[src/rtl/sram_port_arbiter.sv]
// Two-requester round-robin front end for a single-ported SRAM: one registered
// issue stage drives the SRAM, and a tag pipeline routes read data back to its issuer.
module sram_port_arbiter #(
  parameter int width         = 16,
  parameter int logDepth      = 9,
  parameter int logLineOffset = 3,
  parameter int readLatency   = 1
) (
  input  logic                              clk,
  input  logic                              reset_n,
  input  logic [1:0]                        reqValid,
  output logic [1:0]                        reqReady,
  input  logic [1:0]                        reqWrite,
  input  logic [2*logDepth-1:0]             reqAddr,
  input  logic [2*width-1:0]                reqData,
  input  logic [2*(1<<logLineOffset)-1:0]   reqMask,
  output logic [1:0]                        respValid,
  output logic [width-1:0]                  respData,
  output logic                              idle,
  output logic [width-1:0]                  sramWriteData,
  output logic [logDepth-1:0]               sramWriteAddr,
  output logic [(1<<logLineOffset)-1:0]     sramWriteEnable,
  output logic                              sramWriteConfirm,
  output logic [logDepth-1:0]               sramReadAddr,
  input  logic [width-1:0]                  sramReadData
);

  localparam int maskWidth = 1 << logLineOffset;

  typedef enum logic {PREFER0 = 1'b0, PREFER1 = 1'b1} rrState_t;
  rrState_t rrState, rrNext;

  logic [1:0]           grant;
  logic                 accept;
  logic                 grantId;
  logic                 selWrite;
  logic [logDepth-1:0]  selAddr;
  logic [width-1:0]     selData;
  logic [maskWidth-1:0] selMask;

  logic                 wrPending, wrPendingNext;
  logic [readLatency:0] tagValid, tagValidNext;
  logic [readLatency:0] tagId, tagIdNext;

  // Grant depends only on reqValid and the pointer, never on reqWrite.
  always_comb begin
    grant = '0;
    if (reqValid[0] && (!reqValid[1] || rrState == PREFER0)) begin
      grant[0] = 1'b1;
    end else if (reqValid[1]) begin
      grant[1] = 1'b1;
    end
    if (!reset_n) begin
      grant = '0;
    end
  end

  assign reqReady = grant;
  assign accept   = |grant;
  assign grantId  = grant[1];

  always_comb begin
    selWrite = reqWrite[0];
    selAddr  = reqAddr[0 +: logDepth];
    selData  = reqData[0 +: width];
    selMask  = reqMask[0 +: maskWidth];
    if (grantId) begin
      selWrite = reqWrite[1];
      selAddr  = reqAddr[logDepth +: logDepth];
      selData  = reqData[width +: width];
      selMask  = reqMask[maskWidth +: maskWidth];
    end
  end

  always_comb begin
    rrNext = rrState;
    if (accept) begin
      rrNext = grantId ? PREFER0 : PREFER1;
    end
    wrPendingNext = accept & selWrite;
    tagValidNext  = {tagValid[readLatency-1:0], accept & ~selWrite};
    tagIdNext     = {tagId[readLatency-1:0], grantId};
  end

  // idle is registered from the next-state values so it lines up with the pipeline contents.
  always_ff @(posedge clk) begin
    if (!reset_n) begin
      rrState   <= PREFER0;
      wrPending <= 1'b0;
      tagValid  <= '0;
      tagId     <= '0;
      idle      <= 1'b1;
      respValid <= '0;
      respData  <= '0;
    end else begin
      rrState   <= rrNext;
      wrPending <= wrPendingNext;
      tagValid  <= tagValidNext;
      tagId     <= tagIdNext;
      idle      <= ~(|tagValidNext) & ~wrPendingNext;
      respValid <= '0;
      if (tagValid[readLatency]) begin
        respValid[tagId[readLatency]] <= 1'b1;
        respData                      <= sramReadData;
      end
    end
  end

  always_ff @(posedge clk) begin
    if (!reset_n) begin
      sramWriteData    <= '0;
      sramWriteAddr    <= '0;
      sramWriteEnable  <= '0;
      sramWriteConfirm <= 1'b0;
      sramReadAddr     <= '0;
    end else begin
      sramWriteEnable  <= '0;
      sramWriteConfirm <= 1'b0;
      if (accept && selWrite) begin
        sramWriteData    <= selData;
        sramWriteAddr    <= selAddr;
        sramWriteEnable  <= selMask;
        sramWriteConfirm <= |selMask;
      end
      if (accept && !selWrite) begin
        sramReadAddr <= selAddr;
      end
    end
  end

endmodule

[config.mk]
export PLATFORM = sky130hd
export DESIGN_NAME = sram_port_arbiter
export DESIGN_NICKNAME = d
export VERILOG_FILES = /design/src/rtl/sram_port_arbiter.sv
export SDC_FILE = /design/constraint.sdc
export NUM_CORES = 1
export LEC_CHECK = 0
export CAP_MARGIN = 20
export CORE_ASPECT_RATIO = 1.2
export CORE_MARGIN = 5
export CORE_UTILIZATION = 32
export CTS_CLUSTER_SIZE = 30
export DETAILED_ROUTE_END_ITERATION = 16
export GPL_ROUTABILITY_DRIVEN = 0
export PLACE_DENSITY_LB_ADDON = 0.1
export SYNTH_ARGS = -nofsm -noshare
export SYNTH_HDL_FRONTEND = slang
export SYNTH_SLANG_ARGS = --single-unit
[constraint.sdc]
create_clock -name clk -period 1.9 [get_ports clk]
set_clock_uncertainty 0.2 [all_clocks]
set_input_delay 0.19 -clock clk [delete_from_list [all_inputs] [get_ports clk]]
set_output_delay 0.19 -clock clk [all_outputs]
set_load 0.01 [all_outputs]
==> reports/metrics.yaml, run 1 <==
run_status:
  status: "complete, no violations"
power:
  switching_share: 0.2669
  switchingPower_mw: 1.065
  finalPower_mw: 3.990
  seqPwrFrac: 0.389
  p_int_mw: 2.925
  ir_drop_uv: 344.0
  clkPwrFrac: 0.382
  p_comb_frac: 0.229
  power.density_mw_per_mm2: 780.4
  power.leakage_nw: 1.747
critical_path:
  crit_slowest_cell: "dfxtp_1"
  critPathLaunchType: "flop"
  cp_slowest_stage_delay_ps: 410
  worst_ep_arrival_time_ps: 1420
  critical_path.endpoint_type: "primary output"
  crit_type: "flop to primary output"
  critical_path.cell_chain: "and2b_1, nor2_1, dlygate4sd2_1"
  crit_path_max_fanout: 4
  worstPathRequired_ps: 1510
synthesis:
  synth.distinct_cells: 31
  syn_nets: 402
  ys_seq_elements: 67
  syn_avg_cell_area_um2: 9.806
  synth_cells: 314
  async_flop_share: 0
  yosysSeqAreaShare: 0.4356
  yosysWarnings: 0
  ys.flop_type: "dfxtp_1"
  synth.cell_area_mm2: 0.003079
  synth-edff-count: 0
sta:
  fmax_mhz: 551.5
  worst_pin_slew_ps: 810.6
  slew_viol_final: 0
  whs_ps: 198.3
  hold_violations: 0
  setup_viol: 0
  rsz0062_at_grt: "no"
  layout_min_cycle_time_ps: 1813
  relSlewSlack: 0.4596
  post-route-period-util: 0.9543
  setup_slack_ps: 86.75
floorplanning:
  num_rows: 39
  initial_utilization: 0.3253
  core_mm2: 0.009467
  dieArea_mm2: 0.01169
  dieHeight_um: 117.5
  die_w_um: 99.55
  pin_count: 152
routing:
  first_pass_iters: 4
  wl_per_cell_um: 17.87
  detail_route.vias_per_cell: 5.291
  drt-total-wl_mm: 10.61
  drt.antenna.violating_nets: 0
  vias: 3143
  drc: 0
  detailedRoute.firstIterationViolations: 229
global_route:
  first_global_vias: 3279
  grt_max_degree: 37
  grt_antenna_before_repair: 0
  grt_use_met2: 0.3038
  met3_usage: 0.05098
  gr-usage-all-layers: 0.1833
  busiest_layer: "met2"
  gr-usage-met1: 0.2268
  grt_first_pass_wirelength_mm: 17.22
  overflow: 0
placement:
  dp_slack_ps: -268.1
  io_buffers: 151
  hpwl_mm: 7.518
  placed_area_mm2: 0.004836
finish:
  layout.nets: 554
  fin_area_mm2: 0.005112
  antenna_cells: 0
  synthToLayoutAreaGrowth_pct: 66.03
  drive_gt1_frac: 0.1507
  fillers: 894
clock_network:
  h-tree-depth: 3
  cts_made_buffers: 9
  cts_root_buffer: "clkbuf_16"
  cts.sinks: 67
  cts_tree: "yes"
  hold_buffers: 0
  cts_resized: 3
  clk_pin_slew_ps: 60
  clock_latency_ps: 320
  cts_buffer_depth: 2
  cts_setup_buffers: 0
worst_hold_path:
  hold_class: "primary input to flop"
run:
  maxCapViolations: 0
cells by family after synthesis:
group / after synthesis / share of synthesized area
compound gates: 116 / 0.3235
flops: 67 / 0.4356
mux: 16 / 0.05201
simple gates: 71 / 0.1134
buf+inv: 44 / 0.07557
sequential cells by signal (all words and copies together) (netlist names), 2 cells and up:
| signal | count |
|---|---|
| tagValid | 2 |
| respData | 16 |
| tagId | 2 |
| sramWriteEnable | 8 |
| sramWriteData | 16 |
| respValid | 2 |
| sramReadAddr | 9 |
| sramWriteAddr | 9 |
metrics by stage:
stage,TNS [ps],cells,util
floorplan,0,314,-
global placement,-4941,578,0.5108
detailed placement,-7181,578,0.5108
CTS,0,594,0.5400
global route,0,594,0.5400
finish,0,594,0.5400
power groups by stage:
| stage | sequential (mW) | combinational [mW] | clock [mW] |
|---|---|---|---|
| final | 1.55 | 0.913 | 1.53 |
| after CTS | 1.55 | 0.922 | 1.56 |
| after floorplan | 1.61 | 0.379 | 0 |
| after global routing | 1.56 | 0.987 | 1.62 |
| after global placement | 1.58 | 0.915 | 0 |
| after detailed placement | 1.58 | 0.921 | 0 |
cells in the final DEF (no fill, tap or decap), drive strengths merged, types with 4 or more instances in the layout:
| cell type | count |
|---|---|
| clkbuf | 10 |
| o21ai | 33 |
| mux2i | 16 |
| a221oi | 34 |
| a311oi | 34 |
| and2 | 6 |
| a211oi | 8 |
| clkdlybuf4s50 | 148 |
| dfxtp | 67 |
| nor4 | 4 |
| buf | 32 |
| nand3 | 33 |
| nor2 | 19 |
cell usage after synthesis, drive strengths merged, types with 2 or more instances:
cell,n,area share
dfxtp,67,0.44
a221oi,34,0.097
mux2i,16,0.052
a211oi,8,0.020
nand2b,2,0.0041
nand3,33,0.054
buf,27,0.054
nor2,19,0.023
inv,2,0.0024
nand2,3,0.0037
a22o,2,0.0057
and2,6,0.012
clkbuf,15,0.019
o21ai,33,0.054
a311oi,34,0.14
nor4,4,0.0081
area by class of cell:
type,instances,area [um^2],share of cell area
tap,123,153.9,0.03010
clock buffer,10,239.0,0.04674
inverter,2,7.507,0.001468
clock inverter,6,41.29,0.008076
multi-input combinational,203,1519,0.2971
timing repair buffer,183,1810,0.3541
sequential,67,1341,0.2624
layer usage:
metal / routed length, um / part of all wire
met1: 4538 / 0.43
met5: 0 / 0
met3: 686 / 0.065
met4: 155 / 0.015
met2: 5233 / 0.49
critical path: cells and delay by family, from the launching register on:
family / cells / cell delay [ps]
buffers and inverters: 1 / 300
flip-flops: 1 / 410
AND/OR/NAND/NOR: 2 / 390
path summary, 6_finish.rpt:
path	start	endpoint	slack, ps	cells after the start
hold / removal	reqValid[1]	idle	200	2
setup / recovery	rrState	reqReady[1]	90	3
setup reg to reg	rrState	sramWriteEnable[4]	150	3
hold reg to reg	tagId[1]	respValid[0]	200	1
No activity file was read; power rests on OpenSTA's default activity.
==> inputs of run 2 (changes only) <==
Settings changed: PLACE_DENSITY set to 0.66, PLACE_DENSITY_LB_ADDON 0.1 to unset, REMOVE_ABC_BUFFERS set to 1, SLEW_MARGIN set to 20.
==> run 2 against run 1 <==
  * Combinational power fell by 0.9%
  * Cell count shrank 0.67%
  * Clock power grew 8%
  * Register-to-register slack improved by 30 ps
  * Non-clock buffer count shrank 4
  * Via count grew 2.2%
  * Count of clock-buffer cells in the layout increased by 3
  * First-iteration DRC count grew 4.8%
  * Design area is 0.17% higher
  * Hold slack got worse by 8.9 ps
  * Largest power group is now the clock network
==> reports/metrics.yaml, run 2 (same netlist as run 1, synthesis figures left out) <==
finish:
  final_cell_mix: "148 x clkdlybuf4s50_1, 67 x dfxtp_1, 34 x a221oi_1"
  fillers: 867  # -3.0%
  instances_no_fill: 590  # -0.67%
  reg_top3: "respData (16), sramWriteData (16)"
  seq_area_mm2: 0.001341  # unchanged
  fin_area_mm2: 0.005121  # +0.17%
  final_common_cell: "clkdlybuf4s50_1"
  synthToLayoutAreaGrowth_pct: 66.31
  antenna_cells: 0  # unchanged
  layout.nets: 550  # -0.72%
  multi_input_area_mm2: 0.001519  # unchanged
  drive_gt1_frac: 0.1392  # -0.01156
routing:
  first_pass_iters: 4  # unchanged
  drc: 0  # unchanged
  wl_per_cell_um: 17.69  # -0.98%
  detailedRoute.firstIterationViolations: 240  # +4.8%
  vias: 3213  # +2.2%
  detail_route.vias_per_cell: 5.446  # +2.9%
  drt-total-wl_mm: 10.44  # -1.6%
  drt.antenna.violating_nets: 0  # unchanged
clock_network:
  cts_tree: "yes"
  hold_buffers: 0  # unchanged
  clock_latency_ps: 320  # about the same
  cts_buffer_depth: 2  # unchanged
  cts_made_buffers: 9  # unchanged
  cts.sinks: 67  # unchanged
  clk_pin_slew_ps: 50  # about the same
  h-tree-depth: 3  # unchanged
  cts_root_buffer: "clkbuf_16"
critical_path:
  crit_path_max_fanout: 4  # unchanged
  worst_ep_arrival_time_ps: 1390  # -30 ps
  cp_slowest_stage_delay_ps: 390  # -20 ps
  critical_path.cell_chain: "and2b_1, nor2_1, dlygate4sd2_1"
  crit_type: "flop to primary output"
  critical_path.endpoint_type: "primary output"
  critPathLaunchType: "flop"
  crit_slowest_cell: "dfxtp_1"
  worstPathRequired_ps: 1510  # about the same
power:
  power.leakage_nw: 1.746  # about the same
  power.density_mw_per_mm2: 803.8  # +3.0%
  finalPower_mw: 4.116  # +3.2%
  ir_drop_uv: 415.0  # +21%
global_route:
  gr-usage-all-layers: 0.1766  # -0.006656
  grt_max_degree: 45  # +22%
  grt_antenna_before_repair: 0  # unchanged
  grt_first_pass_wirelength_mm: 16.79  # -2.5%
  first_global_vias: 3364  # +2.6%
  overflow: 0  # unchanged
run:
  maxCapViolations: 0  # unchanged
worst_hold_path:
  hold_class: "primary input to flop"
sta:
  whs_ps: 189.4  # -8.886 ps
  hold_violations: 0  # unchanged
  layout_min_cycle_time_ps: 1776  # -36.84 ps
  worst_pin_slew_ps: 669.7  # -140.9 ps
  setup_slack_ps: 123.6  # +36.84 ps
  rsz0062_at_grt: "no"
  slew_viol_final: 0  # unchanged
  fmax_mhz: 562.9  # +2.1%
  setup_viol: 0  # unchanged
  post-route-period-util: 0.9350  # -0.01939
  relSlewSlack: 0.5535  # +0.09391
placement:
  hpwl_mm: 7.535  # +0.23%
  dp_slack_ps: -198.9  # +69.17 ps
  placed_area_mm2: 0.004818  # -0.36%
  post-place-cells: 574  # -0.69%
  io_buffers: 151  # unchanged
floorplanning:
  dieHeight_um: 117.5  # unchanged
  dieArea_mm2: 0.01169  # unchanged
  core_mm2: 0.009467  # unchanged
  num_rows: 39  # unchanged
  initial_utilization: 0.3253  # unchanged
  pin_count: 152  # unchanged
  die_w_um: 99.55  # unchanged
run_status:
  status: "complete, no violations"
[run 2: changes by cell type in the layout (fill, tap and decap cells not counted)]
cell        before  now
buf_4           27   22
clkbuf_1         0    2
clkbuf_8         1    2
bufinv_16        0    1
clkinvlp_4       3    1
buf_12           5    6
clkinv_2         2    0
[run 2: area by class of cell]
class / instances / share of cell area
clock buffer: 13 / 0.05082
clock inverter: 3 / 0.009040
inverter: 2 / 0.001466
multi-input combinational: 203 / 0.2966
sequential: 67 / 0.2619
tap: 123 / 0.03005
timing repair buffer: 179 / 0.3501
[run 2: power by group]
group / internal (mW) / switching (mW)
clock network: 1.09 / 0.567
registers: 1.50 / 0.0530
logic: 0.505 / 0.400
total: 3.10 / 1.02
[run 2: stage by stage]
step           utilization  TNS [ps]
6_report            0.5410         0
5_1_grt             0.5410         0
4_1_cts             0.5410         0
3_5_place_dp        0.5090     -6821
3_3_place_gp        0.5090     -4570
2_1_floorplan            -    -46440
[run 2: final timing paths]
path	startpoint	endpoint	slack, ps	cells after the start
max	rrState	reqReady[1]	120	3
min	reqValid[1]	idle	190	2
max reg2reg	rrState	sramReadAddr[2]	180	4
min reg2reg	tagId[1]	respValid[0]	200	1
[run 2: critical path: cells and delay by family, from the launching register on]
family / cells / cell delay [ps]
flops: 1 / 390
buf+inv: 1 / 300
simple gates: 2 / 370
[run 2: what timing repair did]
item                       in CTS  in global routing
hold endpoints to repair        0                  0
resized for setup               3                  0
setup buffers                   0                  0
setup endpoints to repair       2                  0
[run 2: per-layer routing]
metal / vias up / global-route usage / routed length [um]
li1: 1533 / - / -
met1: 1525 / 0.2153 / 4206
met2: 147 / 0.2929 / 5206
met3: 8 / 0.05453 / 919
met5: - / 0 / 0
met4: 0 / 0.05978 / 106
